<file path="config.mk">
export PLATFORM = sky130hd
export DESIGN_NAME = small_calc_cu
export DESIGN_NICKNAME = d
export VERILOG_FILES = /design/src/rtl/small_calc_cu.sv
export SDC_FILE = /design/constraint.sdc
export NUM_CORES = 1
export LEC_CHECK = 0
export CAP_MARGIN = 20
export CORE_AREA = 2 2 39 41
export DETAILED_ROUTE_END_ITERATION = 8
export DIE_AREA = 0 0 41 43
export PLACE_DENSITY = 0.68
export SYNTH_ARGS = -nofsm -noshare
export SYNTH_HDL_FRONTEND = slang
export SYNTH_SLANG_ARGS = --single-unit
export TNS_END_PERCENT = 30
</file>
<file path="constraint.sdc">
create_clock -name clk -period 1.25 [get_ports clk]
set_input_delay 0.125 -clock clk [delete_from_list [all_inputs] [get_ports clk]]
set_output_delay 0.125 -clock clk [all_outputs]
set_load 0.02 [all_outputs]
</file>
<file path="src/rtl/small_calc_cu.sv">
// small_calc_cu: Moore control unit for the small calculator datapath.
// On a go request it clears the result register, loads operands A and B,
// executes the ALU op into the result register and then presents the result
// until go is released (4-phase go/done handshake).
module small_calc_cu #(
  parameter logic [1:0] A_ADDR = 2'd1,
  parameter logic [1:0] B_ADDR = 2'd2,
  parameter logic [1:0] R_ADDR = 2'd3
) (
  input  logic       clk,
  input  logic       rst,
  input  logic       go,
  input  logic [1:0] op,
  output logic [1:0] s1,
  output logic [1:0] wa,
  output logic       we,
  output logic [1:0] raa,
  output logic       rea,
  output logic [1:0] rab,
  output logic       reb,
  output logic [1:0] c,
  output logic       s2,
  output logic       busy,
  output logic       done,
  output logic [2:0] state
);

  localparam logic [2:0] S_IDLE   = 3'd0;
  localparam logic [2:0] S_CLEAR  = 3'd1;
  localparam logic [2:0] S_LOAD_A = 3'd2;
  localparam logic [2:0] S_LOAD_B = 3'd3;
  localparam logic [2:0] S_EXEC   = 3'd4;
  localparam logic [2:0] S_DONE   = 3'd5;

  // Mux1 select encodings
  localparam logic [1:0] SEL_IN1  = 2'b00;
  localparam logic [1:0] SEL_IN2  = 2'b01;
  localparam logic [1:0] SEL_ZERO = 2'b10;
  localparam logic [1:0] SEL_ALU  = 2'b11;

  logic [2:0] state_q, state_d;
  logic [1:0] op_q, op_d;

  // Next-state logic; op is captured only when leaving IDLE so later changes are ignored
  always_comb begin
    state_d = S_IDLE;
    op_d    = op_q;
    case (state_q)
      S_IDLE: begin
        if (go) begin
          state_d = S_CLEAR;
          op_d    = op;
        end else begin
          state_d = S_IDLE;
        end
      end
      S_CLEAR:  state_d = S_LOAD_A;
      S_LOAD_A: state_d = S_LOAD_B;
      S_LOAD_B: state_d = S_EXEC;
      S_EXEC:   state_d = S_DONE;
      S_DONE:   state_d = go ? S_DONE : S_IDLE;
      default:  state_d = S_IDLE;  // unused encodings recover to IDLE
    endcase
  end

  // State and latched opcode registers; reset forces IDLE immediately, which also drops we
  always_ff @(posedge clk or posedge rst) begin
    if (rst) begin
      state_q <= S_IDLE;
      op_q    <= 2'b00;
    end else begin
      state_q <= state_d;
      op_q    <= op_d;
    end
  end

  // Pure Moore output decode of the current state and latched opcode
  always_comb begin
    s1   = 2'b00;
    wa   = 2'b00;
    we   = 1'b0;
    raa  = 2'b00;
    rea  = 1'b0;
    rab  = 2'b00;
    reb  = 1'b0;
    c    = 2'b00;
    s2   = 1'b0;
    busy = 1'b0;
    done = 1'b0;
    case (state_q)
      S_CLEAR: begin
        s1   = SEL_ZERO;
        wa   = R_ADDR;
        we   = 1'b1;
        busy = 1'b1;
      end
      S_LOAD_A: begin
        s1   = SEL_IN1;
        wa   = A_ADDR;
        we   = 1'b1;
        busy = 1'b1;
      end
      S_LOAD_B: begin
        s1   = SEL_IN2;
        wa   = B_ADDR;
        we   = 1'b1;
        busy = 1'b1;
      end
      S_EXEC: begin
        rea  = 1'b1;
        raa  = A_ADDR;
        reb  = 1'b1;
        rab  = B_ADDR;
        c    = op_q;
        s1   = SEL_ALU;
        wa   = R_ADDR;
        we   = 1'b1;
        busy = 1'b1;
      end
      S_DONE: begin
        // Keep the ALU fed from the operand registers so out stays stable
        rea  = 1'b1;
        raa  = A_ADDR;
        reb  = 1'b1;
        rab  = B_ADDR;
        c    = op_q;
        s2   = 1'b1;
        done = 1'b1;
      end
      default: begin
        s1 = 2'b00;
      end
    endcase
  end

  assign state = state_q;

endmodule
</file>
==> run_summary.xml, run 1 <==
<?xml version="1.0" encoding="UTF-8"?>
<metrics>
  <group name="power">
    <metric name="leakage_power_figure" unit="nW">0.343</metric>
    <metric name="power.clock.fraction" unit="%">8.3</metric>
    <metric name="comb_power_share" unit="%">75.8</metric>
    <metric name="p_int" unit="mW">1.26</metric>
    <metric name="p_switching" unit="mW">0.983</metric>
    <metric name="max-vdd-ir-drop" unit="µV">1280</metric>
    <metric name="total_power" unit="mW">2.25</metric>
    <metric name="power_density" unit="mW/mm²">3220</metric>
    <metric name="sw_frac_of_total" unit="%">43.8</metric>
    <metric name="sequentialPowerShare" unit="%">15.9</metric>
  </group>
  <group name="global_route">
    <metric name="first_global_vias" unit="">349</metric>
    <metric name="gr-usage-all-layers" unit="%">13.0</metric>
    <metric name="grt_first_pass_wirelength" unit="mm">1.53</metric>
    <metric name="grt_remaining_overflow" unit="">0</metric>
    <metric name="grt_antenna_before_repair" unit="">0</metric>
    <metric name="grt_max_degree" unit="">8</metric>
  </group>
  <group name="sta">
    <metric name="postLayoutSetupSlackWorst" unit="ns">-0.113</metric>
    <metric name="hold_viol_final" unit="">0</metric>
    <metric name="fin_skew" unit="ns">0.00463</metric>
    <metric name="post-route-min-period" unit="ns">1.36</metric>
    <metric name="max_freq" unit="MHz">733</metric>
    <metric name="final-max-slew-violation-count" unit="">0</metric>
    <metric name="layout_worst_path_cycle_share" unit="%">109</metric>
    <metric name="report.final.setup_viol" unit="">12</metric>
    <metric name="final.setup.tns" unit="ns">-0.899</metric>
    <metric name="worst_hold_slack" unit="ns">0.0833</metric>
    <metric name="rsz_0062_raised_after_global_routing" unit="">yes</metric>
  </group>
  <group name="placed_design">
    <metric name="port_buffers" unit="">21</metric>
    <metric name="detailed_place_hpwl" unit="µm">663</metric>
    <metric name="place_inst" unit="">75</metric>
    <metric name="placed_cell_area" unit="µm²">618</metric>
    <metric name="preCtsSetupSlack" unit="ns">-0.308</metric>
    <metric name="globalplace.congestion" unit="">0.750</metric>
  </group>
  <group name="synth">
    <metric name="post_synth_main_area_contributors" unit="">dfrtp_1, buf_4, xnor2_1</metric>
    <metric name="yosysWarningCount" unit="">0</metric>
    <metric name="synthCells" unit="">41</metric>
    <metric name="yosys_register_bits" unit="">5</metric>
    <metric name="synth_top_family_by_area" unit="">simple AND/OR/NAND/NOR gates</metric>
    <metric name="yosys.area.top_type" unit="">dfrtp_1</metric>
    <metric name="post_synth_and_or_nand_nor_area_fraction" unit="%">23.5</metric>
    <metric name="synthXorXnorAreaFrac" unit="%">6.84</metric>
    <metric name="fraction_of_synthesized_area_in_multiplexers" unit="%">8.47</metric>
    <metric name="average_size_of_a_mapped_cell" unit="µm²">9.37</metric>
    <metric name="yosysTopAreaCellShare" unit="%">32.6</metric>
    <metric name="compound_cell_area_share_of_the_yosys_netlist" unit="%">6.51</metric>
    <metric name="synth.yosys.seq_area_share" unit="%">32.6</metric>
    <metric name="yosysUniqueCellTypes" unit="">21</metric>
    <metric name="yosys.area_share.adder" unit="%">0</metric>
    <metric name="post_synth_instance_area" unit="µm²">384</metric>
  </group>
  <group name="layout">
    <metric name="layoutNonFillerInstCount" unit="">85</metric>
    <metric name="final_net_count" unit="">75</metric>
    <metric name="finish.utilization" unit="%">50.4</metric>
    <metric name="post_route_cells_drive_above_1_share" unit="%">66.7</metric>
    <metric name="area_growth" unit="%">81.4</metric>
    <metric name="antenna_cells" unit="">0</metric>
    <metric name="final_cell_area" unit="µm²">697</metric>
  </group>
  <group name="clock_tree">
    <metric name="cts_htree_levels" unit="">1</metric>
    <metric name="root_buffer" unit="">clkbuf_4</metric>
    <metric name="cts-root-to-sink-buffers" unit="">2</metric>
    <metric name="cts_made_buffers" unit="">3</metric>
    <metric name="cts_tree" unit="">done</metric>
    <metric name="cts.sink_count" unit="">5</metric>
    <metric name="skew_pair_late_insertion_delay" unit="ns">0.24</metric>
    <metric name="clk_transition_reported_paths" unit="ns">0.05</metric>
  </group>
  <group name="worst_setup_path">
    <metric name="critPathRequiredTime" unit="ns">1.12</metric>
    <metric name="rr_worst_depth" unit="">3</metric>
    <metric name="critical_path_start_type" unit="">flip-flop</metric>
    <metric name="worst_ep_arrival_time" unit="ns">1.24</metric>
    <metric name="worstReg2RegEnd" unit="">op_q[0]</metric>
    <metric name="startpoint" unit="">state[2]</metric>
    <metric name="worstReg2RegStart" unit="">state[2]</metric>
    <metric name="worst_reg_to_reg_setup_slack" unit="ns">-0.10</metric>
    <metric name="critical_path_capture_point" unit="">wa[0]</metric>
    <metric name="cp_max_fo" unit="">4</metric>
    <metric name="timing_worst_setup_path_type" unit="">reg -&gt; out</metric>
    <metric name="critPathCaptureType" unit="">primary output</metric>
  </group>
  <group name="route">
    <metric name="drt.antenna.violating_nets" unit="">0</metric>
    <metric name="detailedRoute.firstPassIterationCount" unit="">4</metric>
    <metric name="detailedRoute.firstIterationViolations" unit="">5</metric>
    <metric name="route.final.wire_length" unit="µm">968</metric>
    <metric name="detail_routed_net_length_per_standard_cell" unit="µm">11.4</metric>
    <metric name="drt-vias-per-instance" unit="">4.19</metric>
    <metric name="route.vias.total" unit="">356</metric>
    <metric name="drt_drc_violations_left" unit="">0</metric>
  </group>
  <group name="outcome">
    <metric name="status" unit="">finished, violations left</metric>
    <metric name="failed_checks" unit="">negative setup slack</metric>
  </group>
  <group name="floorplan">
    <metric name="rows" unit="">14</metric>
    <metric name="ios" unit="">24</metric>
    <metric name="die_height" unit="µm">43</metric>
    <metric name="chipWidth" unit="µm">41</metric>
    <metric name="die_area" unit="mm²">0.00176</metric>
    <metric name="core_region_area" unit="mm²">0.00138</metric>
    <metric name="initial_utilization" unit="%">27.8</metric>
  </group>
  <group name="min_path">
    <metric name="hp-class" unit="">in -&gt; async</metric>
  </group>
  <group name="flow_run">
    <metric name="cap_violations" unit="">0</metric>
  </group>
</metrics>
[per-layer routing]
layer | vias to the layer above | global-route usage, % | wire length [µm]
met2 | 13 | 20.0 | 545
met4 | 0 | 8.00 | 0
met5 | - | 0 | 0
met3 | 0 | 3.66 | 73
met1 | 165 | 15.0 | 349
li1 | 178 | - | -
[worst min-delay path by stage]
stage                     startpoint      end  cells after the start
after floorplan                  rst  op_q[0]                      1
after global placement           rst  op_q[0]                      2
after detailed placement         rst  op_q[1]                      2
after CTS                        rst  op_q[1]                      2
after global routing             rst  op_q[1]                      2
final                            rst  op_q[1]                      2
[what timing repair did]
action | in CTS | in global routing
endpoints found under the setup margin | 19 | 18
resized for setup | 88 | 6
pin swaps | 3 | 1
setup buffers | 3 | 3
hold buffers | 0 | 0
[cells by family (layout without fill, tap and decap cells)]
logic type | count (synthesis) | count (layout)
AOI/OAI and AO/OA | 4 | 4
muxes | 3 | 3
DFF | 5 | 5
buffers and inverters | 12 | 39
and+or+nand+nor | 13 | 13
other | 1 | 2
xor gates and xnor gates | 3 | 3
[Yosys cell counts]
library cell	number
o22ai_1	1
or2b_1	1
mux2_2	2
nand2b_1	1
buf_6	1
buf_2	2
and2_1	3
xnor2_1	3
mux2i_1	1
nand3b_1	1
inv_1	2
a221oi_1	1
buf_4	7
nor4b_4	1
o21ai_0	2
conb_1	1
dfrtp_1	5
nor2_1	3
nor2b_1	1
nand2_1	1
nor3_1	1
[worst max-delay path, cell delays in order (launching register included)]
cell and delay [ns]:
dfrtp_2 0.42, buf_4 0.15, xnor2_2 0.18, o22ai_2 0.11, buf_6 0.14
[sequential cells by signal, summed over array words and instances (netlist names)]
name / count
state: 3
op_q: 2
[layout make-up]
cell class	instances	area [µm²]
clock buffers	4	26.3
fillers	135	687
inverters	2	10.0
multi-input cells	25	225
flip-flops and latches	5	129
well taps	16	20.0
repair buffers	33	287
[power groups by stage]
stage          Clock [mW]  Sequential (mW)  Combinational [mW]
6_report            0.187            0.357                1.70
5_1_grt             0.208            0.373                1.81
4_1_cts             0.195            0.363                1.61
3_5_place_dp            0            0.346                1.56
3_3_place_gp            0            0.343                1.55
2_1_floorplan           0            0.363                1.00
[layout by cell type (no fill, tap or decap)]
master | synthesis | routed
a221oi_1 | 1 | 1
and2_1 | 3 | 1
and2_4 | 0 | 2
buf_2 | 2 | 1
buf_4 | 7 | 18
buf_6 | 1 | 8
clkbuf_1 | 0 | 1
clkbuf_2 | 0 | 1
clkbuf_4 | 0 | 3
clkdlybuf4s15_2 | 0 | 1
clkdlybuf4s50_1 | 0 | 4
conb_1 | 1 | 2
dfrtp_1 | 5 | 2
dfrtp_2 | 0 | 3
inv_1 | 2 | 1
inv_4 | 0 | 1
mux2_4 | 0 | 2
mux2i_1 | 1 | 1
nand2_1 | 1 | 1
nand2b_4 | 0 | 1
nand3b_1 | 1 | 1
nor2_1 | 3 | 2
nor2_2 | 0 | 1
nor2b_1 | 1 | 1
nor3_1 | 1 | 1
nor4b_4 | 1 | 1
o21ai_0 | 2 | 1
o21ai_1 | 0 | 1
o22ai_2 | 0 | 1
or2b_1 | 1 | 1
xnor2_1 | 3 | 1
xnor2_2 | 0 | 2
Power figures use the tool's default switching activity.
==> run 2, diff against run 1 <==
Settings changed: SLEW_MARGIN from default to 10.
==> results of run 2 <==
The final DEF is identical to that of run 1; final timing and power are the same.
==> run 3, diff against run 2 <==
Settings changed: CTS_CLUSTER_DIAMETER from default to 60.
==> results of run 3 <==
The final DEF is identical to that of run 1; final timing and power are the same.
